File: src/rtl/phase_gen_pkg.sv
// Shared constants and FSM state type for the CORDIC phase stream generators.
// Phase words are 1.2.13 signed fixed point.
package phase_gen_pkg;

  localparam int PHASE_W = 16;
  localparam logic [15:0] PI_POS = 16'h6488;
  localparam logic [15:0] PI_NEG = 16'h9B78;
  localparam logic signed [17:0] TWO_PI = 18'sd51472;

  typedef enum logic [1:0] {
    ST_IDLE  = 2'd0,
    ST_RUN   = 2'd1,
    ST_DRAIN = 2'd2
  } state_t;

endpackage

File: src/rtl/phase_wrap_add.sv
// Combinational phase advance: add a non-negative step and fold anything past +pi
// back by 2*pi, keeping the result inside [-pi, +pi].
module phase_wrap_add #(
  parameter int            W      = phase_gen_pkg::PHASE_W,
  parameter logic [W-1:0]  PI_POS = phase_gen_pkg::PI_POS
) (
  input  logic [W-1:0] phase,
  input  logic [W-1:0] inc,
  output logic [W-1:0] result,
  output logic         wrapped
);

  localparam int SW = W + 2;
  localparam logic signed [SW-1:0] PI_S     = $signed({2'b00, PI_POS});
  localparam logic signed [SW-1:0] TWO_PI_S = PI_S <<< 1;

  logic signed [SW-1:0] sum;
  logic signed [SW-1:0] folded;

  // The step is unsigned and never exceeds +pi, so only the upper bound can be crossed.
  always_comb begin
    sum     = $signed({{2{phase[W-1]}}, phase}) + $signed({2'b00, inc});
    folded  = sum - TWO_PI_S;
    wrapped = (sum > PI_S);
    result  = wrapped ? folded[W-1:0] : sum[W-1:0];
  end

endmodule

File: src/rtl/phase_axis_gen.sv
// AXI-Stream phase word source for a CORDIC: accumulates a clamped step per accepted
// beat, with stop/drain control, wrap flag and a saturating beat counter.
module phase_axis_gen #(
  parameter int                  PHASE_W = phase_gen_pkg::PHASE_W,
  parameter logic [PHASE_W-1:0]  PI_POS  = phase_gen_pkg::PI_POS
) (
  input  logic                  aclk,
  input  logic                  aresetn,
  input  logic                  enable,
  input  logic                  phase_clr,
  input  logic [PHASE_W-1:0]    phase_inc,
  input  logic                  inc_load,
  output logic                  m_axis_phase_tvalid,
  input  logic                  m_axis_phase_tready,
  output logic [PHASE_W-1:0]    m_axis_phase_tdata,
  output logic                  wrap_pulse,
  output logic [31:0]           beat_count,
  output phase_gen_pkg::state_t dbg_state
);

  // Handshake: a beat transfers on any rising edge where tvalid and tready are both 1;
  // once tvalid is raised, tvalid and tdata hold unchanged until that transfer happens.

  phase_gen_pkg::state_t state_q, state_d;

  logic               accept;
  logic [PHASE_W-1:0] inc_active_q;
  logic [PHASE_W-1:0] inc_clamped;
  logic [PHASE_W-1:0] inc_eff;
  logic [PHASE_W-1:0] phase_adv;
  logic               wrapped;

  assign accept      = m_axis_phase_tvalid & m_axis_phase_tready;
  assign inc_clamped = (phase_inc > PI_POS) ? PI_POS : phase_inc;
  // A same-cycle load takes effect on the advance it coincides with.
  assign inc_eff     = inc_load ? inc_clamped : inc_active_q;
  assign dbg_state   = state_q;

  phase_wrap_add #(
    .W      (PHASE_W),
    .PI_POS (PI_POS)
  ) u_wrap (
    .phase   (m_axis_phase_tdata),
    .inc     (inc_eff),
    .result  (phase_adv),
    .wrapped (wrapped)
  );

  always_comb begin
    state_d = state_q;
    case (state_q)
      phase_gen_pkg::ST_IDLE: begin
        if (enable) state_d = phase_gen_pkg::ST_RUN;
      end
      phase_gen_pkg::ST_RUN: begin
        if (!enable) state_d = accept ? phase_gen_pkg::ST_IDLE : phase_gen_pkg::ST_DRAIN;
      end
      phase_gen_pkg::ST_DRAIN: begin
        if (accept) state_d = phase_gen_pkg::ST_IDLE;
      end
      default: state_d = phase_gen_pkg::ST_IDLE;
    endcase
  end

  // tdata doubles as the phase accumulator, so it is retained while idle.
  always_ff @(posedge aclk or negedge aresetn) begin
    if (!aresetn) begin
      state_q             <= phase_gen_pkg::ST_IDLE;
      m_axis_phase_tvalid <= 1'b0;
      m_axis_phase_tdata  <= '0;
      inc_active_q        <= '0;
      wrap_pulse          <= 1'b0;
      beat_count          <= '0;
    end else begin
      state_q             <= state_d;
      m_axis_phase_tvalid <= (state_d != phase_gen_pkg::ST_IDLE);
      wrap_pulse          <= accept & wrapped;
      if (inc_load) inc_active_q <= inc_clamped;
      if (accept) begin
        m_axis_phase_tdata <= phase_adv;
        if (beat_count != 32'hFFFF_FFFF) beat_count <= beat_count + 32'd1;
      end else if (state_q == phase_gen_pkg::ST_IDLE && phase_clr) begin
        m_axis_phase_tdata <= '0;
      end
    end
  end

endmodule

File: config.mk
export PLATFORM = sky130hd
export DESIGN_NAME = phase_axis_gen
export DESIGN_NICKNAME = d
export VERILOG_FILES = /design/src/rtl/phase_gen_pkg.sv /design/src/rtl/phase_wrap_add.sv /design/src/rtl/phase_axis_gen.sv
export SDC_FILE = /design/constraint.sdc
export NUM_CORES = 1
export LEC_CHECK = 0
export BUFFER_PORTS_ARGS = -buffer_cell sky130_fd_sc_hd__buf_2
export CORE_MARGIN = 2
export CORE_UTILIZATION = 51
export DETAILED_ROUTE_END_ITERATION = 8
export GPL_TIMING_DRIVEN = 1
export HOLD_SLACK_MARGIN = 0.08
export PLACE_DENSITY = 0.74
export SLEW_MARGIN = 20
export SYNTH_ARGS = -nofsm -noshare
export SYNTH_HDL_FRONTEND = slang
export SYNTH_SLANG_ARGS = --single-unit
File: constraint.sdc
create_clock -name aclk -period 4.7 [get_ports aclk]
set_clock_uncertainty 0.1 [all_clocks]
set_input_delay 0.235 -clock aclk [delete_from_list [all_inputs] [get_ports aclk]]
set_output_delay 0.235 -clock aclk [all_outputs]
set_load 0.01 [all_outputs]
After elaboration in Yosys (flattened, before gate mapping)
Cells that the tools add are included.
- order comparisons: 2
- equality and inequality tests: 3
- multiplexer cells: 10
- bitwise gates (word level): 2
- $add $sub $neg: 3
- reduce and logical (&&, ||, !) cells: 5
- operator list (operator ; count):
    $mux 16 ; 5
    $add 32x1->32 const B ; 1
    $ne 32x32->1 const B ; 1
    $add 16x17->18 ; 1
    $gt 18x16->1 const B ; 1
    $gt 16x15->1 const B ; 1
    $sub 16x15->16 const B ; 1
    $mux 2 ; 4
    $pmux 2 s3 ; 1
    $reduce_bool 2->1 ; 2
    $and 1x1->1 ; 2
    $eq 2x1->1 const B ; 1
    $eq 2x2->1 const B ; 1
    $logic_not 2->1 ; 1
    $reduce_and 2->1 ; 1
    $logic_and 1x1->1 ; 1
- logic and storage cells: 31
- register bits after elaboration: 68
- output and inout bits: 52
- input bits: 22

Depth between registers and ports, before layout
Gate-level depths: netlist of the first run.
- depth in word-level cells: 7
- gate-level depth with buffers: 22
- mapped depth without buffers: 22

Cells and area by module
A second synthesis of the first run with hierarchy kept.
- cells, all modules: 453
- area, all modules: 4519.3 µm²
- by module, submodules not included (module ; cells each ; area an instance (µm²) ; instances ; sequential area each (µm²)):
    phase_axis_gen ; 260 ; 3000.4 ; 1 ; 1701.6
    phase_wrap_add ; 193 ; 1519.0 ; 1 ; 0.0

Worst setup path after synthesis of the first run
Ideal clock, no wire load.
- path kind: input to register
- from: input port phase_inc[8]
- to: register m_axis_phase_tdata[5]
- arrival time: 4.135 ns
- required time: 4.479 ns
- path buffers: 0
- stages on the path: 21
- library setup time: 0.121 ns
- slack: 0.344 ns
- cells stage by stage: nor4b_1 nand4_1 o21a_1 o21a_1 nand2_1 o21ai_0 ha_1 inv_1 fa_1 nand2b_1 nand2b_1 a21oi_1 xor2_1 ha_1 o221a_2 o211ai_1 a2111oi_4 nor3_4 nor3_2 mux2i_1 a22o_1
- cells in the longest elaborated chain, start to end: 7
- elaborated cells on any way between the ends: 8
- those cells by class: add/sub (2); order compare (2); mux (4)
- ends and longest elaborated chain (item ; line ; text):
    start: declaration ; phase_axis_gen.sv:11 ; input logic [PHASE_W-1:0] phase_inc,
    $gt 16x15->1 (*) ; phase_axis_gen.sv:34 ; assign inc_clamped = (phase_inc > PI_POS) ? PI_POS : phase_inc;
    $mux 16 (*) ; phase_axis_gen.sv:34 ;
    $mux 16 (*) ; -- ;
    via inc_eff[0] ; phase_axis_gen.sv:29 ; logic [PHASE_W-1:0] inc_eff;
    $add 16x17->18 (*) ; phase_wrap_add.sv:22 ; sum = $signed({{2{phase[W-1]}}, phase}) + $signed({2'b00, inc});
    $sub 16x15->16 / $gt 18x16->1 (equally long branches) ; phase_wrap_add.sv:23, phase_wrap_add.sv:24 ;
    $mux 16 (*) ; phase_wrap_add.sv:25 ; result = wrapped ? folded[W-1:0] : sum[W-1:0];
    $mux 16 (*) ; phase_axis_gen.sv:79 ; if (accept) begin
    end signal: assignment ; phase_axis_gen.sv:80 ; m_axis_phase_tdata <= phase_adv;
    end: declaration ; phase_axis_gen.sv:15 ; output logic [PHASE_W-1:0] m_axis_phase_tdata,
Mark *: on every way through the listed nets, which the timed path passes. The rest lies on a longest branch.
A chain may end at the register's enable or synchronous reset.

Final worst setup path of the first run
- from: input port phase_inc[7]
- to: register m_axis_phase_tdata[7]
Same word-level chain as after synthesis.

==> results.py, run 1 <==
metrics = {
    "yosys": {
        "syn_nets": 492,
        "seq_area_frac_synth": 0.3973,
        "synthArstFlopShare": 1.000,
        "yosys-top-cells-area": "dfrtp_1 40%, xnor2_1 7.8%, ha_1 5.6%",
        "synth_top_area_cell": "dfrtp_1",
        "synth.distinct_cells": 75,
        "ys.flop_type": "dfrtp_1",
        "syn_area_mm2": 0.004283,
        "ys_ff_latch": 68,
        "synthCells": 450,
        "ys_warn_count": 0,
        "synth-edff-count": 0,
        "netlist.area_leader.share": 0.3973,
        "synth.avg_cell_area_um2": 9.517,
    },
    "sta": {
        "post-route-min-period_ns": 4.519,
        "slew_headroom": 0.4119,
        "worst_slew_pin_slew_ns": 0.8822,
        "final.setup.tns_ns": 0,
        "setup_viol": 0,
        "hold_viol": 0,
        "whs_ns": 0.09622,
        "fmax_mhz": 221.3,
        "period_share": 0.9615,
        "finalMaxSlewViolations": 0,
    },
    "route": {
        "drt_first_pass_iters": 5,
        "antenna_left": 0,
        "drc": 0,
        "drtIter0Drc": 195,
        "vias_per_cell": 5.799,
        "vias": 3932,
        "post_drt_wl_per_cell_um": 16.27,
        "wl_um": 11030,
    },
    "floorplanning": {
        "die_w_um": 95.64,
        "dieHeight_um": 95.64,
        "dieArea_mm2": 0.009147,
        "rows": 33,
        "io_pins": 74,
        "core-area_mm2": 0.008175,
        "initial_utilization": 0.5239,
    },
    "hold_path": {
        "min_path_type": "in -> reg",
    },
    "setup_path": {
        "rrSetupSlack_ns": 0.75,
        "crit_path_end_kind": "flop",
        "worstPathRequired_ns": 4.83,
        "worstSetupPathType": "in -> reg",
        "crit_arrival_ns": 4.65,
        "worst_setup_path_start_kind": "input port",
        "worstPathMaxFanout": 8,
    },
    "place": {
        "dpl.hpwl_um": 7981,
        "postPlaceCellArea_mm2": 0.004931,
        "gp_congestion": 0.8893,
        "io_buffers": 73,
    },
    "global_routing": {
        "grt_overflow": 0,
        "grt_first_pass_wirelength_um": 17370,
        "grt_max_degree": 69,
        "grt_usage": 0.2471,
        "antenna_found_initial": 0,
        "first_global_vias": 3717,
    },
    "layout": {
        "register_area_mm2": 0.001702,
        "finalNetCount": 610,
        "num_antenna_cells": 0,
        "multiInputGateArea_mm2": 0.002550,
        "fillers": 703,
        "final_area_mm2": 0.005383,
        "utilization": 0.6584,
        "area_delta_synth_final_pct": 25.68,
        "final_layout_size_suffix_gt1_frac": 0.2914,
    },
    "power_and_ir_drop": {
        "total_power_w": 0.003253,
        "p_leak_nw": 2.498,
        "power_density_mw_per_mm2": 604.4,
        "ir_worst_vdd_mv": 0.3696,
    },
    "cts": {
        "clock-sinks": 68,
        "cts_buffer_depth": 2,
        "clk_pin_slew_ns": 0.08,
        "tritoncts.num_buffers": 9,
        "ctsHtreeMaxLevel": 3,
        "clock_latency_ns": 0.35,
        "cts_root_buf": "clkbuf_8",
        "cts_tree": "yes",
    },
    "run": {
        "cap_violations": 0,
    },
    "run_status": {
        "status": "completed",
    },
}
==> critical path, cell delays in order <==
cell and delay (ns):
dlygate4sd3_1 0.53, buf_2 0.13, nand4_1 0.12, o21a_1 0.17, o21a_1 0.18, nand2_1 0.08, o21ai_2 0.07, ha_2 0.21
inv_1 0.05, fa_1 0.39, nand2b_4 0.17, a21o_1 0.19, a2111o_1 0.43, nand2_2 0.13, xor2_2 0.24, a2111oi_4 0.07
buf_4 0.17, a211oi_4 0.54, buf_4 0.22, nor3_1 0.05, mux2i_1 0.19, nand3_1 0.09
==> sequential cells by signal, summed over array words and instances, names as in the netlist <==
register	cells
dbg_state	2
beat_count	32
m_axis_phase_tdata	16
wrap_pulse	1
m_axis_phase_tvalid	1
inc_active_q	16
==> Yosys cell counts, drive strengths merged, types with 5 or more instances <==
library cell   n
a211oi         5
a21o           8
a21oi         16
and2           5
and3           9
clkbuf         9
dfrtp         68
ha            19
inv           21
nand2         51
nand3         20
nand4         16
nor2          25
nor3          11
o211ai         6
o21a           8
o21ai         28
o22a           5
o31ai          5
xnor2         38
xor2           9
==> where the power goes <==
| group | switching [W] | internal [W] |
|---|---|---|
| Sequential | 0.000115 | 0.000696 |
| Clock | 0.000253 | 0.000199 |
| Combinational | 0.00109 | 0.000903 |
==> layout make-up <==
type                       instances  area share
clock buffer                       9     0.02301
clock inverter                     7     0.01093
inverter                          21     0.01464
multi-input combinational        349      0.4737
sequential                        68      0.3161
tap                              105     0.02441
timing repair buffer             119      0.1371
==> layer usage <==
| layer | share of wire | vias up | wire length [um] | track usage |
|---|---|---|---|---|
| li1 | - | 1882 | - | - |
| met1 | 0.46 | 1898 | 5070 | 0.3294 |
| met2 | 0.47 | 127 | 5176 | 0.4108 |
| met3 | 0.048 | 25 | 527 | 0.03241 |
| met4 | 0.023 | 0 | 259 | 0.09286 |
| met5 | 0 | - | 0 | 0 |
==> cells by family (layout without fill, tap and decap cells) <==
kind of cell / Yosys count / count (layout) / synth area share
muxes: 3 / 3 / 0.007304
adders and majority gates: 20 / 20 / 0.06018
DFF: 68 / 68 / 0.3973
buffers and inverters: 33 / 156 / 0.03126
and+or+nand+nor: 162 / 162 / 0.1954
AOI/OAI and AO/OA: 117 / 117 / 0.2124
xor gates and xnor gates: 47 / 47 / 0.09612
==> cells in the final DEF, fill, tap and decap left out, types with 4 or more instances in the layout <==
cell type	netlist	final
and2_1	4	4
o21ai_0	21	19
ha_2	0	6
o21a_1	7	7
nor3_1	9	9
and3_1	9	8
a21oi_1	16	12
a22o_1	4	4
xor2_1	9	8
buf_2	2	73
dfrtp_1	68	68
o22a_1	5	5
ha_1	19	13
buf_4	0	35
a21o_1	8	8
o211ai_1	4	4
or4_1	4	4
nand2_1	50	49
xnor2_1	38	37
a21oi_2	0	4
clkbuf_8	0	9
nand3_1	19	19
inv_1	20	20
nor2_1	24	24
dlygate4sd3_1	0	11
nand4_1	16	16
o21ai_1	7	8
==> metrics by stage <==
step / instances / setup WS (ns)
floorplan: 450 / 0.3441
global placement: 643 / 0.08056
detailed placement: 643 / -0.09301
CTS: 670 / 0.07535
global route: 678 / -0.06591
finish: 678 / 0.1810
==> worst paths after layout <==
path | from | endpoint | cells after the start
hold / removal | phase_inc[4] | inc_active_q[4]$_DFF_PN0_ | 3
hold reg to reg | beat_count[9]$_DFFE_PN0P_ | beat_count[9]$_DFFE_PN0P_ | 1
max in group asynchronous | aresetn | inc_active_q[11]$_DFF_PN0_ | 3
setup reg to reg | inc_active_q[1]$_DFF_PN0_ | m_axis_phase_tdata[7]$_DFFE_PN0P_ | 16
min in group asynchronous | aresetn | beat_count[3]$_DFFE_PN0P_ | 3
setup / recovery | phase_inc[7] | m_axis_phase_tdata[7]$_DFFE_PN0P_ | 22
==> timing repair <==
item	in CTS	in global routing
endpoints found under the setup margin	0	12
buffers inserted	0	8
gates resized for setup	0	26
hold buffers	11	0
endpoints found under the hold margin	78	0
Note: power is estimated with default switching activity, not from simulation.
==> run 2, diff against run 1 <==
- CORE_ASPECT_RATIO: default -> 0.9
==> results.py, run 2 (synthesis gave the netlist of run 1 again) <==
metrics = {
    "run_status": {
        "status": "completed",
    },
    "global_routing": {
        "antenna_found_initial": 0,
        "grt_overflow": 0,
        "grt_usage": 0.2311,
        "grt_first_pass_wirelength_um": 17020,
        "grt_max_degree": 69,
        "first_global_vias": 3597,
    },
    "sta": {
        "worst_slew_pin_slew_ns": 0.9049,
        "hold_viol": 0,
        "fmax_mhz": 227.3,
        "slew_headroom": 0.3921,
        "setup_viol": 0,
        "period_share": 0.9362,
        "fin_ws_ns": 0.2999,
        "finalMaxSlewViolations": 0,
        "post-route-min-period_ns": 4.400,
    },
    "cts": {
        "ctsHtreeMaxLevel": 3,
        "clock-sinks": 68,
        "clk_pin_slew_ns": 0.08,
        "cts_buffer_depth": 2,
        "cts_tree": "yes",
        "clock_latency_ns": 0.35,
        "tritoncts.num_buffers": 9,
        "cts_root_buf": "clkbuf_8",
    },
    "place": {
        "gp_congestion": 0.8954,
        "place_inst": 633,
        "dpl.hpwl_um": 7560,
        "io_buffers": 73,
        "dpl_worst_slack_ns": -0.03176,
    },
    "route": {
        "post_drt_wl_per_cell_um": 15.55,
        "met2_length_um": 4670,
        "wl_um": 10330,
        "drtIter0Drc": 158,
        "vias": 3849,
        "antenna_left": 0,
        "drt_first_pass_iters": 4,
        "drt-met1-wl_um": 4919,
        "highest_layer": "met4",
        "drc": 0,
        "vias_per_cell": 5.797,
        "dr_wl_met3_um": 593,
    },
    "layout": {
        "final_common_cell": "buf_2",
        "final_layout_size_suffix_gt1_frac": 0.2673,
        "register_area_mm2": 0.001702,
        "final_cell_mix": "73 x buf_2, 68 x dfrtp_1, 50 x nand2_1, 38 x xnor2_1, 27 x buf_4",
        "largest-register": "beat_count",
        "largest_reg_flops": 32,
        "instances_no_fill": 664,
        "num_antenna_cells": 0,
        "reg.largest.list": "beat_count x32, inc_active_q x16, m_axis_phase_tdata x16",
        "utilization": 0.6563,
        "area_delta_synth_final_pct": 24.22,
        "multiInputGateArea_mm2": 0.002517,
        "finalNetCount": 602,
        "fillers": 665,
    },
    "power_and_ir_drop": {
        "p_leak_nw": 2.479,
        "ir_worst_vdd_mv": 0.3005,
        "total_power_w": 0.003254,
        "power_density_mw_per_mm2": 611.6,
    },
    "floorplanning": {
        "io_pins": 74,
        "core-area_mm2": 0.008107,
        "initial_utilization": 0.5283,
        "dieHeight_um": 90.94,
        "rows": 31,
        "dieArea_mm2": 0.009148,
        "die_w_um": 100.6,
    },
    "setup_path": {
        "worstPathRequired_ns": 4.81,
        "worstSetupPathType": "in -> reg",
        "crit_arrival_ns": 4.51,
        "crit_path_end_kind": "flop",
        "worst_setup_path_start_kind": "input port",
        "rrSetupSlack_ns": 0.87,
        "worstPathMaxFanout": 6,
    },
    "hold_path": {
        "min_path_type": "in -> reg",
    },
    "run": {
        "cap_violations": 0,
    },
}
## run 2: changes by cell type in the layout (fill, tap and decap cells not counted), sizes merged
cell	previous run	this run
buf	108	102
bufinv	0	1
clkinvlp	1	2
dlygate4sd3	11	9
inv	24	22
## run 2: repair_timing
action / in CTS / in global routing
buffers inserted: 0 / 6
resized for setup: 0 / 15
endpoints found under the hold margin: 76 / 0
hold buffers: 9 / 0
endpoints found under the setup margin: 0 / 12
## run 2: worst paths after layout
path | startpoint | to | depth (start not counted)
worst max-delay path | phase_inc[7] | m_axis_phase_tdata[6]$_DFFE_PN0P_ | 24
max in group asynchronous | aresetn | inc_active_q[12]$_DFF_PN0_ | 3
worst min register to register | beat_count[21]$_DFFE_PN0P_ | beat_count[21]$_DFFE_PN0P_ | 1
worst min-delay path | phase_inc[9] | inc_active_q[9]$_DFF_PN0_ | 3
min in group asynchronous | aresetn | beat_count[0]$_DFFE_PN0P_ | 3
worst max register to register | inc_active_q[0]$_DFF_PN0_ | m_axis_phase_tdata[6]$_DFFE_PN0P_ | 19
## run 2: report_power, final
part	total (W)	switching (W)	internal (W)
combinational	0.00195	0.00106	0.000893
sequential	0.000807	0.000111	0.000696
clock	0.000496	0.000249	0.000248
## run 2: critical path: stages
cell	delay (ns)
dlygate4sd3_1	0.52
buf_2	0.11
nand4_1	0.11
o21a_1	0.24
o21a_1	0.21
nand2_1	0.07
o21ai_0	0.11
ha_2	0.22
inv_1	0.07
fa_2	0.22
nand2b_4	0.13
nand2b_1	0.08
a21oi_2	0.15
xor2_1	0.21
ha_2	0.21
o221a_2	0.17
o211ai_1	0.16
a2111oi_4	0.33
buf_4	0.20
nor3_4	0.06
buf_12	0.15
o31ai_2	0.27
xnor2_1	0.19
o21ai_1	0.08
## run 2: metrics by stage
stage | setup TNS (ns) | cell area, um^2 | hold WS (ns)
2_1_floorplan | 0 | 4283 | -0.1606
3_3_place_gp | 0 | 4890 | 0.3719
3_5_place_dp | -0.06903 | 4890 | 0.3779
4_1_cts | 0 | 5180 | 0.08164
5_1_grt | -0.06422 | 5320 | 0.09525
6_report | 0 | 5320 | 0.09381
## run 2: area by class of cell
| class | instances | share of cell area |
|---|---|---|
| clock buffer | 9 | 0.02328 |
| timing repair buffer | 111 | 0.1312 |
| clock inverter | 7 | 0.01435 |
| tap | 99 | 0.02328 |
| sequential | 68 | 0.3198 |
| inverter | 21 | 0.01482 |
| multi-input combinational | 349 | 0.4732 |
## run 2: metal layers
layer | up-vias | track usage
met2 | 105 | 0.3633
met4 | 0 | 0.06393
met3 | 16 | 0.03618
li1 | 1865 | -
met5 | - | 0
met1 | 1863 | 0.3308
